### src/rtl/rob_retire_sched.sv
// rob_retire_sched: in-order retirement scheduler freeing displaced pregs in program order
// Define ROB_PERF_EN to add the perf_retired / perf_stall counters.
module rob_retire_sched #(
    parameter int DEPTH     = 8,
    parameter int TAG_W     = $clog2(DEPTH),
    parameter int PREG_W    = 4,
    parameter int PHYS_REGS = 16,
    parameter int ARCH_REGS = 8
) (
    input  logic              clk,
    input  logic              rst,
    input  logic              disp_valid,
    input  logic              disp_has_dest,
    input  logic [PREG_W-1:0] disp_oldphys,
    output logic              disp_ready,
    output logic [TAG_W-1:0]  disp_tag,
    input  logic              cmpl_valid,
    input  logic [TAG_W-1:0]  cmpl_tag,
    input  logic              drain_req,
    output logic              drained,
    output logic [PREG_W:0]   retire_out,
    output logic [PREG_W:0]   free_count
`ifdef ROB_PERF_EN
    ,
    output logic [15:0]       perf_retired,
    output logic [15:0]       perf_stall
`endif
);
    localparam logic [0:0] RUN = 1'b0;
    localparam logic [0:0] DRAIN = 1'b1;
    localparam logic [PREG_W:0] FC_MAX = (PREG_W+1)'(PHYS_REGS);
    localparam logic [PREG_W:0] FC_RST = (PREG_W+1)'(PHYS_REGS - ARCH_REGS);
    localparam logic [PREG_W:0] FC_ONE = (PREG_W+1)'(1);

    logic [0:0]        state;
    logic [TAG_W:0]    head, tail;
    logic [DEPTH-1:0]  s_valid, s_done, s_dest;
    logic [PREG_W-1:0] s_old [DEPTH];
    logic [TAG_W-1:0]  hidx, tidx;
    logic              empty, full, accept, retire, take, give;

    always_comb begin
        hidx = head[TAG_W-1:0];
        tidx = tail[TAG_W-1:0];
        empty = head == tail;
        full = (hidx == tidx) && (head[TAG_W] != tail[TAG_W]);
        disp_ready = (state == RUN) && !full && (!disp_has_dest || free_count != '0);
        disp_tag = tidx;
        drained = (state == DRAIN) && empty;
        accept = disp_valid && disp_ready;
        retire = s_valid[hidx] && s_done[hidx];
        take = accept && disp_has_dest;
        give = retire && s_dest[hidx];
    end

    always_ff @(posedge clk) begin
        if (rst)
            state <= RUN;
        else if (state == RUN && drain_req)
            state <= DRAIN;
        else if (state == DRAIN && !drain_req && empty)
            state <= RUN;
    end

    always_ff @(posedge clk) begin
        if (rst) begin
            head <= '0;
            tail <= '0;
            retire_out <= '0;
            free_count <= FC_RST;
        end else begin
            head <= head + (TAG_W+1)'(retire);
            tail <= tail + (TAG_W+1)'(accept);
            retire_out <= give ? {s_old[hidx], 1'b1} : '0;
            if (take && !give)
                free_count <= free_count - FC_ONE;
            else if (give && !take && free_count != FC_MAX)
                free_count <= free_count + FC_ONE;
        end
    end

    // Later statements win: a dispatch into a slot overrides any completion aimed at it.
    always_ff @(posedge clk) begin
        if (rst) begin
            s_valid <= '0;
            s_done <= '0;
        end else begin
            if (retire) begin
                s_valid[hidx] <= 1'b0;
                s_done[hidx] <= 1'b0;
            end
            if (cmpl_valid && s_valid[cmpl_tag] && !s_done[cmpl_tag])
                s_done[cmpl_tag] <= 1'b1;
            if (accept) begin
                s_valid[tidx] <= 1'b1;
                s_done[tidx] <= 1'b0;
            end
        end
    end

    always_ff @(posedge clk) begin
        if (accept) begin
            s_dest[tidx] <= disp_has_dest;
            s_old[tidx] <= disp_oldphys;
        end
    end

`ifdef ROB_PERF_EN
    always_ff @(posedge clk) begin
        if (rst) begin
            perf_retired <= '0;
            perf_stall <= '0;
        end else begin
            perf_retired <= perf_retired + 16'(retire);
            perf_stall <= perf_stall + 16'(disp_valid && !disp_ready);
        end
    end
`endif
endmodule
### config.mk
export PLATFORM = sky130hd
export DESIGN_NAME = rob_retire_sched
export DESIGN_NICKNAME = d
export VERILOG_FILES = /design/src/rtl/rob_retire_sched.sv
export SDC_FILE = /design/constraint.sdc
export NUM_CORES = 1
export LEC_CHECK = 0
export CAP_MARGIN = 20
export CORE_UTILIZATION = 30
export CTS_BUF_LIST = sky130_fd_sc_hd__clkbuf_16
export DETAILED_ROUTE_END_ITERATION = 16
export SETUP_SLACK_MARGIN = 0.5
export SLEW_MARGIN = 20
export SYNTH_ARGS = -nofsm -noshare
export SYNTH_HDL_FRONTEND = slang
export SYNTH_SLANG_ARGS = --single-unit
### constraint.sdc
create_clock -name clk -period 7 [get_ports clk]
set_input_delay 1.4 -clock clk [delete_from_list [all_inputs] [get_ports clk]]
set_output_delay 1.4 -clock clk [all_outputs]
set_load 0.03 [all_outputs]
* Word-level counts from Yosys, hierarchy flattened
Memory sizes are Yosys's and may differ from the RTL's. A register that Yosys moved wholly into a read port is not among the register bits.
Cells that the tools add are included.
** Word-level totals
- Bits in writable memories :: 32
- Output and inout bits :: 15
- Memories kept :: 1
- Bits of input ports :: 13
- Register bits after elaboration :: 39
- Logic and storage cells :: 94
** Operators by class
- Equal/unequal tests :: 4
- Magnitude comparators :: 6
- Reduce and logical (&&, ||, !) cells :: 30
- Add/subtract/negate cells :: 4
- Mux-type cells :: 32
- Bitwise gates (word level) :: 9
** Memory list
- s_old :: depth 8, bits a word 4, rd ports 1, clocked after memory_dff 1, write ports 1, RTL line 38 : logic [PREG_W-1:0] s_old [DEPTH];
** Operators by type and width (number)
- $mux 8 :: 8
- $and 8x8->8 :: 3
- $logic_and 1x1->1 :: 19
- $not 8->8 :: 2
- $or 8x8->8 :: 2
- $bmux 1 s3 :: 5
- $mux 1 :: 13
- $lt 3x4->1 const B :: 3
- $mux 5 :: 2
- $demux 1 s3 :: 3
- $ge 3x1->1 const B :: 3
- $add 4x1->4 :: 2
- $bwmux 8 :: 1
- $logic_not 1->1 :: 6
- $add 5x1->5 const B :: 1
- $ne 5x5->1 const B :: 1
- $reduce_bool 5->1 :: 1
- $sub 5x1->5 const B :: 1
- $eq 4x4->1 :: 1
- $reduce_bool 2->1 :: 2
- $eq 3x3->1 :: 1
- $not 1->1 :: 2
- $reduce_or 2->1 :: 1
- $logic_or 1x1->1 :: 1
- $ne 1x1->1 :: 1

* Depth between registers and ports, before layout
Gate-level depths: netlist (run 1).
- Depth in word-level cells :: 13
- Gate-level depth with buffers :: 12

* Least setup slack after synthesis (run 1)
OpenSTA, ideal clock, no wires.
- Path type :: input to output
- Start :: in disp_has_dest
- End :: out disp_ready
- Stages :: 2
- Data arrival time :: 2.026 ns
- Required time :: 5.600 ns
- Setup slack :: 3.574 ns
- Path through :: a31o_2 -> nor2_1
** Between the ends
- Cells in the longest elaborated chain, start to end :: 3
** RTL lines
- start, declared :: RTL line 13 : input logic disp_has_dest,
- $logic_not 1->1 :: RTL line 47 : disp_ready = (state == RUN) && !full && (!disp_has_dest || free_count != '0);
- $logic_or 1x1->1 :: RTL line 47
- $logic_and 1x1->1 :: RTL line 47
- end, declared :: RTL line 15 : output logic disp_ready,
No other way between the ends.

* Final worst setup path (run 1)
Ends and elaborated chain as after synthesis.

==> impl_results.md, run 1 <==
- CTS root buf: clkbuf_16
- Post-CTS Resized: 0
- Final nets: 367
- Crit path DAT: 3.06 ns
- Gr ovfl total: 0
- Distinct cells, synth: 56
- TNS Setup: 0 ns
- Via count: approximately 2,500
- CP Launch Point: disp_has_dest
- Layout cells sized above 1: 9.97%
- Pwr Density: 252 mW/mm^2
- Clock latency on the worst-skew pair: 0.33 ns
- Critical path class: primary input to output pin
- Commonest non-fill, non-tap cell in the layout: edfxtp_1
- Detailed Route Iter0 Violations: 110
- Vias/cell: 5.09
- Post-Syn Nets: 345
- Row cnt: 39
- Synthesis Warnings: 0
- Vias in the first global route: 2,479
- H-tree levels: 3
- Global-route wire length before repair: 12.6 mm
- Drc violations: 0
- DIE AREA: 0.0122 sq mm
- Initial antenna violation count: 0
- Max Cap Viol: 0
- Sink Count: 75
- Sequential cell area fraction in the yosys report: roughly 54%
- Gp weighted congestion: 0.838
- Reg-to-reg critical path startpoint: head[2]
- CP Launch Type: primary input
- Area occupied by multi-input gates: 0.00149 sq mm
- Yosys reg bits: 75
- Post-DP HPWL: between 5 and 6 mm
- CTS tree: done
- Post-synth ARST share: 0%
- Ports: 28
- Die Height: roughly 110 um
- Cell area after synthesis: 0.00353 sq mm
- Fin. Hold Viols: 0
- Synth Flop Type: edfxtp_1
- Seq. cell area: 0.00190 sq mm
- Final Cycle Share: 63.7%
- Static leakage: 1.50 nW
- Clk_skew: approximately 0.0054 ns
- GRT Total Usage: a little over an eighth
- Most frequent cells in the layout: edfxtp_1, dfxtp_1, nand2_1
- Final wirelength: about 7.7 mm
- Least-Margin Pin Slew: 0.615 ns
- Setup bufs post-CTS: 0
- Placed Area: 0.00391 sq mm
- Hold buffers post-CTS: 0
- Hold Crit Start: s_valid[0]
- CORE AREA: 0.0114 sq mm
- Pre-antenna DRT Iters: 4
- Die X: approximately 110 um
- Total CTS buffers: 9
- Status: completed
- Largest net degree at the start of global routing: 38
- Unrepaired setup endpoints after global routing: no
- CTS Buffer Depth: 2
- Worst vdd ir: 0.000149 V
- Finished Cell Area: 0.00424 sq mm
- Post-Synthesis Cells: roughly 320
- Crit end category: output pin
- WP data required: 5.60 ns
- Fmax: 224 MHz
- Type of the most critical hold path: flop to flop
- Routed len/inst: 15.7 um
- Post-synth EDFFs: 40
- Minimum clock period after layout: 4.46 ns
- Initial Util: between 30% and 40%
- Largest fanout on the critical path: 10
- Synthesized area per cell: 10.9 sq um
- Fillers: 1,149
- Area grow syn2layout: 20.2%
- Antenna Cells: 0
- Slew Limit Fails: 0
- Relative slew slack: 58.6%
- Clock slew at reported path FFs: 0.05 ns
- Detail Route Antenna Nets: 0
- IO Port Bufs: 27
- Final setup vio count: 0
-- kinds of logic (layout without fill, tap and decap cells) --
kind of cell	after synthesis	in the layout	share of synthesized area, %
AO/OA/AOI/OAI	62	62	12.2
XOR/XNOR	10	10	2.48
adder cells (fa/ha/maj)	8	8	3.05
buffers and inverters	31	58	3.94
flip-flops	75	75	53.9
multiplexers	20	20	6.99
AND/OR/NAND/NOR	118	118	17.5
-- final timing paths --
check	to	slack, ns	cells after the start
max	disp_ready	2.54	4
min	s_valid[0]	0.48	2
max reg2reg	free_count[4]	3.67	12
min reg2reg	s_valid[0]	0.48	2
-- per-layer routing --
layer  global-route usage (%)  up-vias  share of wire (%)  routed length [um]
met2                     20.9       64                 47                3640
met3                     3.90        5                5.3                 409
met1                     17.9     1198                 47                3640
met5                        0        -                  0                   0
met4                     2.93        0               0.76                  59
li1                         -     1248                  -                   -
-- registers in the layout, summed over array words and instances (netlist names) --
| name | count |
|---|---|
| s_dest | 8 |
| s_valid | 8 |
| free_count | 5 |
| tail | 4 |
| state | 1 |
| s_done | 8 |
| head | 4 |
| s_old | 32 |
| retire_out | 5 |
-- synth_stat cells, drive strengths merged (9+ instances only) --
library cell,count,area [sq um]
a21oi,16,80.1
buf,13,71.3
dfxtp,35,701
edfxtp,40,1200
inv,10,37.5
mux2i,10,100
nand2,30,113
nand3,17,85.1
nor2,16,60.1
nor2b,11,68.8
nor3,14,70.1
o21ai,9,45.0
-- where the power goes --
part           switching, mW  internal [mW]
registers            0.00796          0.473
clock network          0.170          0.344
logic                 0.0437         0.0312
-- metrics by stage --
stage	power, mW	instances	hold slack [ns]	setup slack, ns	util [%]
finish	1.07	494	0.484	2.54	37.1
CTS	1.08	494	0.474	2.53	37.1
floorplan	0.537	324	0.449	3.57	-
detailed placement	0.566	478	0.467	2.54	34.2
global route	1.10	494	0.490	2.48	37.1
global placement	0.565	478	0.469	2.55	34.2
-- cell type report --
type                            count  share of cell area, %
Sequential cell                    75                   44.9
Clock inverter                      7                   2.51
Inverter                           11                  0.974
Timing Repair Buffer               31                   7.08
Clock buffer                        9                   5.31
Tap cell                          143                   4.22
Multi-Input combinational cell    218                   35.1
-- critical path: stages --
cell and delay (ns):
clkdlybuf4s50_1 0.57, a31o_2 0.32, nor2_1 0.09, clkdlybuf4s50_1 0.67
No activity file was read; power rests on OpenSTA's default activity.
==> run 2: changes to the inputs <==
clock period = 3.91 ns   (was 7 ns; I/O delays follow)
==> run 2 against run 1 <==
Compared with the run above: combinational power increased by 84%; clock-buffer cell count unchanged; power increased by 74%; global-route usage increased by 0.44 points; via count increased by 0.68%; clock skew increased by 0.0012 ns; first-iteration DRC count increased by 37%; largest cell class unchanged; core utilization increased by 0.055 points.
==> impl_results.md, run 2 (synthesized netlist as in run 1, its figures left out) <==
- Crit end category: output pin
- Design Power: 1.86 mW (+74%)
- Gp weighted congestion: 0.817 (-2.5%)
- TNS Setup: 0 ns (unchanged)
- Die X: 110 um (unchanged)
- Fin cells: 497 (+0.61%)
- Status: completed
- Fin. Hold Viols: 0 (unchanged)
- Post-DP HPWL: 5.34 mm (+3.1%)
- Vias/cell: 5.09 (about the same)
- Total CTS buffers: 9 (unchanged)
- IO Port Bufs: 27 (unchanged)
- Layout cells sized above 1: 11.9% (+1.9 points)
- Via count: 2,532 (+0.68%)
- Detailed Route Iter0 Violations: 151 (+37%)
- Final Cycle Share: 82.6%
- Global-route wire length before repair: 13.2 mm (+4.6%)
- Row cnt: 39 (unchanged)
- Minimum clock period after layout: around 3.2 ns
- Slew Limit Fails: 0 (unchanged)
- Final nets: 370 (+0.82%)
- Vias in the first global route: 2,537 (+2.3%)
- Commonest non-fill, non-tap cell in the layout: edfxtp_1
- Drc violations: 0 (unchanged)
- Max incr delay on CP: 0.68 ns (about the same)
- Relative slew slack: 59.4% (+0.80 points)
- CTS tree: done
- Crit path DAT: 2.45 ns (-0.61 ns)
- CTS Buffer Depth: 2 (unchanged)
- Ports: 28 (unchanged)
- Detail Route Antenna Nets: 0 (unchanged)
- CORE AREA: 0.0114 sq mm (unchanged)
- CP Launch Type: primary input
- Unrepaired setup endpoints after global routing: no
- Reg-to-reg critical path startpoint: head[2]
- Finished Cell Area: 0.00425 sq mm (+0.15%)
- GRT Total Usage: 13.7% (+0.44 points)
- Pwr Density: 437 mW/mm^2 (+73%)
- Antenna Cells: 0 (unchanged)
- DIE AREA: 0.0122 sq mm (unchanged)
- FF-to-FF setup slack: 0.91 ns (-2.76 ns)
- Sink Count: 75 (unchanged)
- Largest net degree at the start of global routing: 30 (-21%)
- Initial Util: 30.9% (unchanged)
- Placed Area: 0.00393 sq mm (+0.58%)
- Least-Margin Pin Slew: 0.608 ns (-0.00749 ns)
- Largest fanout on the critical path: 10 (unchanged)
- Die Height: 110 um (unchanged)
- DP Worst Slack: 0.519 ns (-2.02 ns)
- Static leakage: 1.52 nW (+0.81%)
- Routed len/inst: 16.0 um (+1.8%)
- Critical path class: primary input to output pin
- H-tree levels: 3 (unchanged)
- Hold buffers post-CTS: 0 (unchanged)
- Final wirelength: 7.93 mm (+2.4%)
- Final setup vio count: 0 (unchanged)
- Clk_skew: 0.00657 ns (+0.00115 ns)
- Gr ovfl total: 0 (unchanged)
- Most frequent cells in the layout: edfxtp_1, dfxtp_1, nand2_1
- RR Endpoint: free_count[4]
- WP buf/inv: 2 (unchanged)
- Hold depth: 2 (unchanged)
- Pre-antenna DRT Iters: 4 (unchanged)
- Critical path's slowest cell: clkdlybuf4s50_1
- Cells along the critical path: clkdlybuf4s50_1, a31o_2, nor2_1, clkdlybuf4s50_1
- WP data required: 3.13 ns (-2.47 ns)
- Setup WS post-layout: 0.681 ns (-1.86 ns)
- Hold Path End: s_valid[2]
- Worst R2R Path Depth: 11 (-1)
- Area grow syn2layout: 20.4%
- CTS root buf: clkbuf_16
- Biggest register: s_old
- Clock latency on the worst-skew pair: 0.33 ns (about the same)
- Placed cells: 481 (+0.63%)
- Top delay family on crit path: buffers and inverters
- Initial antenna violation count: 0 (unchanged)
- Hold Crit Start: s_valid[2]
- Max Cap Viol: 0 (unchanged)
- Type of the most critical hold path: flop to flop
- Worst vdd ir: 0.000225 V (+51%)
- Largest register FFs: 32 (unchanged)
- Fmax: 310 MHz
- Clock slew at reported path FFs: 0.05 ns (about the same)
- Most common cell on crit path: clkdlybuf4s50_1
[run 2: layout make-up]
| cell class | count | area [sq um] |
|---|---|---|
| multi-input combinational | 218 | 1490 |
| fill | 1156 | 7170 |
| timing repair buffer | 34 | 323 |
| clock buffer | 9 | 225 |
| clock inverter | 7 | 85.1 |
| tap | 143 | 179 |
| inverter | 11 | 41.3 |
| sequential | 75 | 1910 |
[run 2: worst max-delay path by stage]
stage | from | end | slack, ns | cells after the start
final | disp_has_dest | disp_ready | 0.68 | 4
after global routing | disp_has_dest | free_count[3] | 0.55 | 12
after CTS | head[2] | free_count[4] | 0.55 | 11
after detailed placement | disp_has_dest | free_count[3] | 0.52 | 12
after global placement | disp_has_dest | free_count[3] | 0.62 | 12
after floorplan | free_count[0] | free_count[3] | 1.04 | 11
[run 2: through the flow]
stage | utilization (%) | hold WS (ns)
6_report | 37.2 | 0.506
3_5_place_dp | 34.4 | 0.482
4_1_cts | 37.1 | 0.505
2_1_floorplan | - | 0.449
3_3_place_gp | 34.4 | 0.474
5_1_grt | 37.2 | 0.523
[run 2: routing by layer]
| metal | vias to the layer above | GRT usage (%) | part of all wire [%] |
|---|---|---|---|
| met3 | 4 | 3.46 | 4.9 |
| met4 | 0 | 3.20 | 0.64 |
| li1 | 1249 | - | - |
| met1 | 1223 | 18.7 | 48 |
| met2 | 56 | 21.7 | 47 |
| met5 | - | 0 | 0 |
[run 2: what timing repair did]
action | 4_1_cts | 5_1_grt
resized for setup | 0 | 3
endpoints found under the setup margin | 0 | 3
setup buffers | 0 | 0
[run 2: worst register-to-register path, cell delays in order (launching register included)]
cell      delay (ns)
dfxtp_4         0.46
nand3_1         0.12
o21a_1          0.12
mux4_2          0.52
o21ai_1         0.27
inv_2           0.12
fa_1            0.41
a21o_1          0.19
a21oi_1         0.23
or4_1           0.15
o22ai_1         0.07
a311oi_1        0.26
[run 2: where the power goes]
part	leakage, nW	internal (mW)	switching, mW
logic	0.712	0.0576	0.0799
clock network	0.157	0.552	0.307
registers	0.647	0.847	0.0148
==> run 3: changes to the inputs <==
clock period = 3.3 ns   (was 3.91 ns; I/O delays follow)
==> run 3 against run 2 <==
Compared with the run above: first-iteration DRC count fell by 8.6%; final cell count rose by 2.0%; sequential power rose by 18%; worst hold slack got worse by 0.019 ns; core utilization rose by 1.7 points; sequential cell count did not move; global-route usage fell by 0.18 points; combinational power rose by 31%.
==> impl_results.md, run 3 (synthesized netlist as in run 1, its figures left out) <==
- Slew Limit Fails: 0 (unchanged)
- Placed Area: 0.00398 sq mm (+1.1%)
- Max Cap Viol: 0 (unchanged)
- Layout cells sized above 1: 17.3% (+5.4 points)
- Final wirelength: 8.08 mm (+1.8%)
- Clock slew at reported path FFs: 0.06 ns (about the same)
- Ports: 28 (unchanged)
- Relative slew slack: 63.0% (+3.6 points)
- Pwr Density: 497 mW/mm^2 (+14%)
- TNS Setup: 0 ns (unchanged)
- CP Launch Type: flop
- CTS tree: done
- Global-route wire length before repair: 12.8 mm (-3.2%)
- Die X: 110 um (unchanged)
- Biggest register: s_old
- Antenna Cells: 0 (unchanged)
- Die Height: 110 um (unchanged)
- Largest net degree at the start of global routing: 27 (-10%)
- Largest register FFs: 32 (unchanged)
- Fin. Hold Viols: 0 (unchanged)
- Largest fanout on the critical path: 8 (-2)
- Clock latency on the worst-skew pair: 0.33 ns (about the same)
- Crit end category: flop
- Status: completed
- Detailed Route Iter0 Violations: 138 (-8.6%)
- Worst vdd ir: 0.000232 V (+3.4%)
- CORE AREA: 0.0114 sq mm (unchanged)
- Row cnt: 39 (unchanged)
- Least-Margin Pin Slew: 0.553 ns (-0.0542 ns)
- Initial antenna violation count: 0 (unchanged)
- IO Port Bufs: 27 (unchanged)
- Total CTS buffers: 9 (unchanged)
- Gp weighted congestion: 0.834 (+2.0%)
- Gate power share: 8.2% (+0.8 points)
- Switching Share: 21.9% (+0.26 points)
- Post-DP HPWL: 5.46 mm (+2.3%)
- Via count: 2,625 (+3.7%)
- Vias/cell: 5.18 (+1.6%)
- Most frequent cells in the layout: edfxtp_1, dfxtp_1, nand2_1
- Static leakage: 1.61 nW (+6.0%)
- Clk_skew: 0.0108 ns (+0.00425 ns)
- CTS Buffer Depth: 2 (unchanged)
- Gr ovfl total: 0 (unchanged)
- Final Cycle Share: 84.0%
- Crit path DAT: 2.97 ns (+0.52 ns)
- Hold buffers post-CTS: 0 (unchanged)
- Unrepaired setup endpoints after global routing: yes
- Type of the most critical hold path: flop to flop
- Routed len/inst: 15.9 um (-0.18%)
- WP data required: 3.50 ns (+0.37 ns)
- Area grow syn2layout: 25.9%
- Finished Cell Area: 0.00444 sq mm (+4.6%)
- Int Power: 1.72 mW (+18%)
- Design Power: 2.21 mW (+19%)
- H-tree levels: 3 (unchanged)
- Fmax: 361 MHz
- Minimum clock period after layout: 2.77 ns
- Detail Route Antenna Nets: 0 (unchanged)
- Drc violations: 0 (unchanged)
- Clock group share of total power: 45.5% (-0.7 points)
- DIE AREA: 0.0122 sq mm (unchanged)
- Sink Count: 75 (unchanged)
- Vias in the first global route: 2,500 (-1.5%)
- Seq pwr share: 46.3% (about the same)
- Critical path class: flop to flop
- Final nets: 380 (+2.7%)
- Final core utilization: 38.9% (+1.7 points)
- CTS root buf: clkbuf_16
- Pre-antenna DRT Iters: 4 (unchanged)
- GRT Total Usage: 13.5% (-0.18 points)
- Final setup vio count: 0 (unchanged)
- Commonest non-fill, non-tap cell in the layout: edfxtp_1
- Psw: 482 uW (+20%)
- Initial Util: 30.9% (unchanged)
## run 3: final timing paths
check,startpoint,to,slack [ns],depth (start not counted)
max,head[2],free_count[3],0.53,11
min,s_valid[0],s_valid[0],0.49,2
max reg2reg,head[2],free_count[3],0.53,11
min reg2reg,s_valid[0],s_valid[0],0.49,2
## run 3: what timing repair did
item,4_1_cts,5_1_grt
pin swaps,1,7
setup buffers,2,3
endpoints found under the setup margin,5,4
gates resized for setup,7,17
## run 3: cell type report
class                      count  area [sq um]
clock inverter                 4          20.0
tap                          143           179
clock buffer                  12           300
sequential                    75          1910
multi-input combinational    218          1580
inverter                      11          41.3
fill                        1105          6980
timing repair buffer          44           414
## run 3: power groups by stage
stage          Combinational [mW]  Sequential (mW)  Clock, mW
6_report                    0.181             1.02       1.00
4_1_cts                     0.170             1.02       1.02
2_1_floorplan              0.0959             1.04          0
3_5_place_dp                0.164             1.04          0
5_1_grt                     0.198             1.02       1.05
3_3_place_gp                0.163             1.04          0
## run 3: critical path, stage by stage, from the launching register on
cell and delay [ns]:
dfxtp_4 0.37, buf_4 0.16, o21a_1 0.18, mux4_2 0.50, o21ai_2 0.19, inv_2 0.10, ha_1 0.27, a21o_1 0.19
a21oi_2 0.18, xnor2_2 0.09, o311ai_2 0.26, o211ai_1 0.12
## run 3: per-stage QoR
stage	hold slack, ns	worst slack [ns]	std cells
2_1_floorplan	0.449	0.582	324
4_1_cts	0.489	0.461	504
3_3_place_gp	0.471	0.319	486
5_1_grt	0.527	0.418	507
3_5_place_dp	0.481	0.157	486
6_report	0.487	0.527	507
## run 3: layer usage
layer | share of wire [%] | vias up | wire length (um) | global-route usage [%]
met2 | 47 | 59 | 3830 | 22.2
met1 | 47 | 1281 | 3800 | 17.2
met3 | 3.9 | 15 | 314 | 3.46
met5 | 0 | - | 0 | 0
met4 | 1.7 | 0 | 135 | 4.62
li1 | - | 1270 | - | -
